`config.mk`:
```
export PLATFORM = sky130hd
export DESIGN_NAME = limber_gnrl_ramdp_pipe
export DESIGN_NICKNAME = d
export VERILOG_FILES = /design/src/rtl/limber_gnrl_pkg.sv /design/src/rtl/limber_gnrl_vpipe.sv /design/src/rtl/limber_gnrl_ramdp_pipe.sv
export SDC_FILE = /design/constraint.sdc
export NUM_CORES = 1
export LEC_CHECK = 0
export BUFFER_PORTS_ARGS = -buffer_cell sky130_fd_sc_hd__buf_2
export CORE_MARGIN = 1
export CORE_UTILIZATION = 55
export CTS_CLUSTER_SIZE = 28
export DETAILED_ROUTE_END_ITERATION = 6
export PLACE_DENSITY_LB_ADDON = 0.2
export SLEW_MARGIN = 20
export SYNTH_ARGS = -nofsm -noshare
export SYNTH_HDL_FRONTEND = slang
export SYNTH_SLANG_ARGS = --single-unit
```
`constraint.sdc`:
```
create_clock -name clk -period 1.88 [get_ports clk]
set_clock_uncertainty 0.2 [all_clocks]
set_input_delay 0.282 -clock clk [delete_from_list [all_inputs] [get_ports clk]]
set_output_delay 0.282 -clock clk [all_outputs]
set_load 0.02 [all_outputs]
```
`src/rtl/limber_gnrl_pkg.sv`:
```
// +-----------------------------------------------------------------------------+
// | limber_gnrl_pkg : shared types, limits and helpers for Limber generic RAMs. |
// | Revision: 1.0                                                               |
// +-----------------------------------------------------------------------------+
`default_nettype none

package limber_gnrl_pkg;

  localparam int RAMDP_MAX_DLY = 8;
  localparam int RAMDP_MAX_DW  = 256;
  localparam int RAMDP_MAX_MW  = 64;

  typedef enum logic [0:0] {
    IDLE  = 1'b0,
    CLEAR = 1'b1
  } ramdp_state_e;

  // Lane-masked merge on max-width vectors; callers size-cast in and out.
  function automatic logic [RAMDP_MAX_DW-1:0] lane_merge(
    input logic [RAMDP_MAX_DW-1:0] old_w,
    input logic [RAMDP_MAX_DW-1:0] new_w,
    input logic [RAMDP_MAX_MW-1:0] mask,
    input int                      mw,
    input int                      dw
  );
    logic [RAMDP_MAX_DW-1:0] res;
    int lw;
    lw  = dw / mw;
    res = old_w;
    for (int b = 0; b < RAMDP_MAX_DW; b++) begin
      if (b < dw) begin
        if (mask[b / lw]) res[b] = new_w[b];
      end
    end
    return res;
  endfunction

endpackage

`default_nettype wire

```
`src/rtl/limber_gnrl_vpipe.sv`:
```
// +-----------------------------------------------------------------------------+
// | limber_gnrl_vpipe : DLY-stage valid+data shift pipeline; data held when idle.|
// | Revision: 1.0                                                               |
// +-----------------------------------------------------------------------------+
`default_nettype none

module limber_gnrl_vpipe #(
  parameter int DLY = 1,
  parameter int DW  = 32
) (
  input  logic          clk,
  input  logic          rst,
  input  logic          vld_i,
  input  logic [DW-1:0] dat_i,
  output logic          vld_o,
  output logic [DW-1:0] dat_o
);

  logic [DLY-1:0] vld_q;
  logic [DW-1:0]  dat_q [DLY];

  always_ff @(posedge clk) begin
    if (rst) begin
      vld_q <= '0;
      for (int i = 0; i < DLY; i++) dat_q[i] <= '0;
    end else begin
      vld_q[0] <= vld_i;
      if (vld_i) dat_q[0] <= dat_i;
      for (int i = 1; i < DLY; i++) begin
        vld_q[i] <= vld_q[i-1];
        if (vld_q[i-1]) dat_q[i] <= dat_q[i-1];
      end
    end
  end

  assign vld_o = vld_q[DLY-1];
  assign dat_o = dat_q[DLY-1];

endmodule

`default_nettype wire

```
`src/rtl/limber_gnrl_ramdp_pipe.sv`:
```
// +-----------------------------------------------------------------------------+
// | limber_gnrl_ramdp_pipe : 1W/1R RAM, lane mask, DLY read pipe, zero-fill.    |
// | Option LIMBER_RAMDP_WR_BYPASS_EN: write-first forwarding on collisions.     |
// | Revision: 1.0                                                               |
// +-----------------------------------------------------------------------------+
`default_nettype none

module limber_gnrl_ramdp_pipe
  import limber_gnrl_pkg::*;
#(
  parameter int DP       = 16,
  parameter int DW       = 32,
  parameter int MW       = 4,
  parameter int AW       = 4,
  parameter int DLY      = 1,
  parameter int INIT_CLR = 1
) (
  input  logic          clk,
  input  logic          rst,
  output logic          init_busy,
  input  logic          wr_en,
  input  logic [AW-1:0] wr_addr,
  input  logic [DW-1:0] wr_data,
  input  logic [MW-1:0] wr_mask,
  output logic          wr_ready,
  input  logic          rd_en,
  input  logic [AW-1:0] rd_addr,
  output logic          rd_ready,
  output logic          rd_valid,
  output logic [DW-1:0] rd_data
);

  localparam int            IW     = (DP > 1) ? $clog2(DP) : 1;
  localparam logic [AW:0]   DP_L   = (AW+1)'(DP);
  localparam logic [IW-1:0] LAST_L = IW'(DP - 1);

  if (DW % MW != 0) begin : g_chk_mw
    $error("DW must be a multiple of MW");
  end
  if (DLY < 1 || DLY > RAMDP_MAX_DLY) begin : g_chk_dly
    $error("DLY out of range");
  end
  if (DP < 2 || DP > (1 << AW)) begin : g_chk_dp
    $error("DP must be >= 2 and fit in AW address bits");
  end
  if (DW > RAMDP_MAX_DW || MW > RAMDP_MAX_MW) begin : g_chk_width
    $error("DW or MW exceeds package limits");
  end

  ramdp_state_e  state_q, state_d;
  logic [IW-1:0] ptr_q, ptr_d;

  always_ff @(posedge clk) begin
    if (rst) begin
      state_q <= (INIT_CLR != 0) ? CLEAR : IDLE;
      ptr_q   <= '0;
    end else begin
      state_q <= state_d;
      ptr_q   <= ptr_d;
    end
  end

  always_comb begin
    state_d = state_q;
    ptr_d   = ptr_q;
    case (state_q)
      CLEAR: begin
        ptr_d = ptr_q + 1'b1;
        if (ptr_q == LAST_L) begin
          state_d = IDLE;
          ptr_d   = '0;
        end
      end
      default: ;
    endcase
  end

  assign init_busy = (state_q == CLEAR);
  assign wr_ready  = (state_q == IDLE);
  assign rd_ready  = (state_q == IDLE);

  logic wr_acc, rd_acc, wr_inr, rd_inr;
  assign wr_acc = wr_en & wr_ready;
  assign rd_acc = rd_en & rd_ready;
  assign wr_inr = ({1'b0, wr_addr} < DP_L);
  assign rd_inr = ({1'b0, rd_addr} < DP_L);

  // Single physical write port, shared between the clear sequencer and users.
  logic          mem_we;
  logic [IW-1:0] mem_wa;
  logic [DW-1:0] mem_wd;
  logic [MW-1:0] mem_wm;

  always_comb begin
    mem_we = wr_acc & wr_inr;
    mem_wa = wr_addr[IW-1:0];
    mem_wd = wr_data;
    mem_wm = wr_mask;
    if (init_busy) begin
      mem_we = 1'b1;
      mem_wa = ptr_q;
      mem_wd = '0;
      mem_wm = '1;
    end
  end

  logic [DW-1:0] mem_q [DP];

  always_ff @(posedge clk) begin
    if (mem_we) begin
      mem_q[mem_wa] <= DW'(lane_merge(RAMDP_MAX_DW'(mem_q[mem_wa]), RAMDP_MAX_DW'(mem_wd),
                                      RAMDP_MAX_MW'(mem_wm), MW, DW));
    end
  end

  logic [DW-1:0] rd_word;

  always_comb begin
    rd_word = '0;
    if (rd_inr) rd_word = mem_q[rd_addr[IW-1:0]];
`ifdef LIMBER_RAMDP_WR_BYPASS_EN
    if (wr_acc && rd_inr && (wr_addr == rd_addr)) begin
      rd_word = DW'(lane_merge(RAMDP_MAX_DW'(rd_word), RAMDP_MAX_DW'(wr_data),
                               RAMDP_MAX_MW'(wr_mask), MW, DW));
    end
`endif
  end

  limber_gnrl_vpipe #(
    .DLY (DLY),
    .DW  (DW)
  ) u_vpipe (
    .clk   (clk),
    .rst   (rst),
    .vld_i (rd_acc),
    .dat_i (rd_word),
    .vld_o (rd_valid),
    .dat_o (rd_data)
  );

endmodule

`default_nettype wire
```
# Word level (Yosys, flattened, before mapping)
# Memories as Yosys holds them, arrays and structs flattened.
# Cells that the tools add are included.
[word_totals] register_bits=6 ramBits=544 inputBits=48 out_inout_bits=36 wordCells=99 n_memories=2
[memory_table] memory="mem_q" words=16 width=32 read_ports=1 rd_clocked_by_memory_dff=0 wr=1 line="limber_gnrl_ramdp_pipe.sv:107" text="logic [DW-1:0] mem_q [DP];"
[memory_table] memory="u_vpipe.dat_q" words=1 width=32 read_ports=1 rd_clocked_by_memory_dff=0 wr=1 line="limber_gnrl_vpipe.sv:20" text="logic [DW-1:0] dat_q [DLY];"
[op_classes] addsub=1 eq_ne=5 muxes=80 bitwise=3 n_reduce_logical=5
[op_table] op="two-way mux 1 bit" count=75
[op_table] op="two-way mux 32 bit" count=2
[op_table] op="OR reduction 32 bit" count=1
[op_table] op="two-way mux 4 bit" count=3
[op_table] op="inequality test 2 bit, second input constant" count=4
[op_table] op="AND reduction 2 bit" count=4
[op_table] op="adder 4 x 1 -> 4 bit, second input constant" count=1
[op_table] op="== test 4 bit, second input constant" count=1
[op_table] op="bitwise AND 1 bit" count=2
[op_table] op="inverter 1 bit" count=1

# Logic depth before layout (Yosys ltp)
[logic_depth] depth_word=7 ltp_mapped=7 ltp_nobuf=4

# Modules after synthesis
# Synthesis repeated with hierarchy kept, for this count alone.
[unflattened] cells_unflattened=1021 hier_area_um2=21360.5
[modules_own_cells] mod="limber_gnrl_ramdp_pipe" n_inst=1 cells_each=948 area_each_um2=20045.5
[modules_own_cells] mod="limber_gnrl_vpipe" n_inst=1 cells_each=73 area_each_um2=1315.0

# Worst setup path before layout
# No wires, ideal clock.
[synth_path] path_kind="flip-flop to flip-flop" from="reg state_q (netlist: init_busy)" to="mem mem_q[15][16], enable pin" setup_time_ns=0.370 arrival_ns=1.789 required_time_ns=1.310 setup_slack_ns=-0.480 path_stages_with_launch=7 n_path_buf=2 period_less_slack_ns=2.360 cell_sequence="dfxtp_1 buf_2 buf_2 inv_1 o22ai_1 nand2_1 nor2_1"
[synth_via] elab_chain_cells=6 elab_cells_between_ends=9
[synth_lines] item="start, declared" line="limber_gnrl_ramdp_pipe.sv:50" text="ramdp_state_e state_q, state_d;"
[synth_lines] item="start signal, assigned" line="limber_gnrl_ramdp_pipe.sv:55" text="state_q <= (INIT_CLR != 0) ? CLEAR : IDLE;"
[synth_lines] item="start signal, assigned" line="limber_gnrl_ramdp_pipe.sv:58" text="state_q <= state_d;"
[synth_lines] item="inverter 1 bit *"
[synth_lines] item="named net rd_ready" line="limber_gnrl_ramdp_pipe.sv:28" text="output logic rd_ready,"
[synth_lines] item="bitwise AND 1 bit *" line="limber_gnrl_ramdp_pipe.sv:83" text="assign wr_acc = wr_en & wr_ready;"
[synth_lines] item="two-way mux 1 bit *" line="limber_gnrl_ramdp_pipe.sv:99" text="if (init_busy) begin"
[synth_lines] item="two-way mux 1 bit" line="limber_gnrl_ramdp_pipe.sv:110" text="if (mem_we) begin"
[synth_lines] item="two-way mux 1 bit (not written as such)" line="limber_gnrl_ramdp_pipe.sv:111" text="mem_q[mem_wa] <= DW'(lane_merge(RAMDP_MAX_DW'(mem_q[mem_wa]), RAMDP_MAX_DW'(mem_wd),"
[synth_lines] item="AND reduction 2 bit (no line) *"
[synth_lines] item="end, declared" line="limber_gnrl_ramdp_pipe.sv:107"
# Mark *: on every way through the listed nets, which the timed path passes. The rest lies on a longest branch.

# Worst setup path in the final report
[layout_path] from="reg state_q (netlist: init_busy)" to="out wr_ready"
[layout_via] elab_chain_cells=1
[layout_lines] item="inverter 1 bit" line="limber_gnrl_ramdp_pipe.sv:79" text="assign wr_ready = (state_q == IDLE);"
[layout_lines] item="end, declared" line="limber_gnrl_ramdp_pipe.sv:25" text="output logic wr_ready,"
# No other way between the ends.

==> impl_metrics.ini <==
[run_status]
status = complete, but fails checks
violations = negative setup slack

[clock_tree]
cts_buffers = 54
cts_tree = yes
cts_htree_levels = 2
clk_latency_ps = 590
path_clk_slew_ps = 60
cts_root_buffer = clkbuf_16
cts_sinks = 550
clock_path_buffers = 3

[worst_setup_path]
crit_required_ps = 1400
startpoint = init_busy
cp_common_cell = buf_6
critPathLaunchType = flip-flop
cpPeakStageDelay_ps = 370
crit_fanout = 7
arrival_ps = 1620
critPathKind = reg2out
slowest_stage = dfxtp_4
reg2reg_from = init_busy
path_buf_inv = 5
path_cells = buf_12 > buf_8 > clkinvlp_4 > buf_6 > buf_6
cp_top_family = buffers and inverters
cp-end-kind = output pin

[route]
dr_total_vias = 10800
viasPerCell = 5.97
detail_route.wl_per_cell_um = 26.8
drtPass1Iterations = 5
totalWireLength_mm = 48.6
drt_iter0_markers = 962
drc = 0
postRouteAntennaNets = 0

[sta]
period_share_pct = 112
setup_viol = 578
fmax_mhz = 476
tightest_slew_ps = 688
maxSlewViolCount = 0
hold_viol_final = 0
setup_ws_ps = -220
slew-limit-headroom_pct = 53.9
rsz0062_at_grt = true
fin_crit_ps = 2100

[pwr]
peakVddDrop_mv = 0.699
power_mw = 26.1
p_per_area_nw_per_um2 = 949
power_leakage_nw = 9.39

[die]
die_h_um = 198
die_area_um2 = 39100
fp.dieW_um = 198
core_um2 = 37700
start_util_pct = 56.0
pin_count = 84
rows = 71

[synth]
ys_ff_latch = 550
yosys.area.top_type = edfxtp_1
yosysSeqAreaShare_pct = 78.0
avgSynthCellArea_um2 = 21.1
yosysUniqueCellTypes = 35
synth_top_area_share_pct = 77.5
async_flop_share_pct = 0
synth_edf_count = 544
syn_inst = 1001
synthTopCellsByArea = edfxtp_1 77%, mux4_2 13%, a22oi_1 2.2%
synth_ff_type = edfxtp_1
synth_nets = 1050
synth_common_cells = 544 x edfxtp_1, 126 x mux4_2, 70 x nor2_1
ys_warn_count = 0
synthesis.area_um2 = 21100
synth.most_common_cell = edfxtp_1

[placed_design]
placedCellCount = 1665
post-dp-hpwl_mm = 28.4
io_buffers = 83
routabilityCongestion = 0.823

[cells_and_area]
fin_cells = 1812
drive_above_1_share_pct = 46.4
nets = 1307
area_growth_pct = 30.2
num-fill-cells = 2204
diodes = 0
fin_util_pct = 72.9

[global_routing]
grt_start_max_net_pins = 32
grt_pass1_wl_mm = 68.2
grt_overflow_total = 0
antenna_found_initial = 2
grt_pass1_vias = 10900
grtUsageTotal_pct = 24.5

[flow_run]
max_cap_violations = 0

[min_path]
min-delay-start = wr_data[28]
hp-class = in2reg
## cell type report
| cell class | count | area [µm²] | share of cell area [%] |
|---|---|---|---|
| Multi-Input combinational cell | 390 | 5320 | 19.4 |
| Clock buffer | 66 | 1460 | 5.32 |
| Inverter | 3 | 15.0 | 0.0547 |
| Sequential cell | 550 | 16500 | 60.0 |
| Tap cell | 511 | 639 | 2.33 |
| Clock inverter | 33 | 352 | 1.28 |
| Timing Repair Buffer | 259 | 3200 | 11.7 |
## path summary, 6_finish.rpt
kind | to | slack [ps] | cells past startpoint
min | mem_q[15][28] | 7 | 2
max reg2reg | mem_q[5][18] | -180 | 8
max | wr_ready | -220 | 5
min reg2reg | ptr_q[3] | 490 | 2
## metrics by stage
step | TNS, ps | hold slack (ps) | instance area (µm²) | setup WS (ps)
CTS | -77360 | 10.6 | 26900 | -216
detailed placement | -149080 | 379 | 24500 | -355
floorplan | -30370 | 249 | 21800 | -147
global placement | -117320 | 357 | 24500 | -340
finish | -50330 | 6.94 | 27400 | -220
global route | -71700 | 14.5 | 27400 | -246
## power breakdown
part           switching (mW)  total [mW]  internal (mW)
Combinational           0.711        1.46          0.750
Clock                    4.44        10.9           6.47
Sequential             0.0740        13.7           13.6
## what timing repair did
item / in CTS / in global routing
resized for setup: 40 / 77
setup endpoints to repair: 962 / 931
hold buffers: 6 / 1
gates cloned: 3 / 5
pin swaps: 9 / 27
endpoints found under the hold margin: 44 / 7
setup buffers: 18 / 15
## flip-flops by register name (all words and copies together) (netlist names)
register and count:
mem_q 512, u_vpipe.dat_q 32, ptr_q 4, init_busy 1, u_vpipe.vld_o 1
## logic make-up after synthesis
| group | synth area share, % |
|---|---|
| mux | 13.7 |
| flops | 78.0 |
| xor+xnor | 0.0415 |
| compound gates | 2.86 |
| simple gates | 3.74 |
| fa+ha+maj | 0.0593 |
| buf+inv | 1.55 |
## cell usage in the layout (no fill, tap or decap), types with 3 or more instances in the layout
master         instances
clkinv_2               6
buf_12                96
a22oi_1               55
nand2_4                7
nand2_1               37
nand2_8                9
a21oi_1                3
bufinv_16              7
clkbuf_16             61
dfxtp_1                5
nor2b_2               32
nor2_1                 4
a21oi_4                4
mux4_2               126
dlygate4sd3_1          7
clkbuf_1               9
buf_2                 79
edfxtp_1             544
clkinvlp_4             8
nand3b_1               4
buf_6                 22
a22oi_2                8
clkinv_1              11
mux2i_1                4
nor2_4                65
buf_4                 45
o21ai_4                3
## per-layer routing
layer | GRT usage (%) | wire length [µm] | share of wire, %
met4 | 7.12 | 943 | 1.9
met3 | 3.30 | 2730 | 5.6
met5 | 0 | 22 | 0.045
met2 | 41.0 | 25100 | 52
met1 | 34.1 | 19700 | 41
Note: power is estimated with default switching activity, not from simulation.
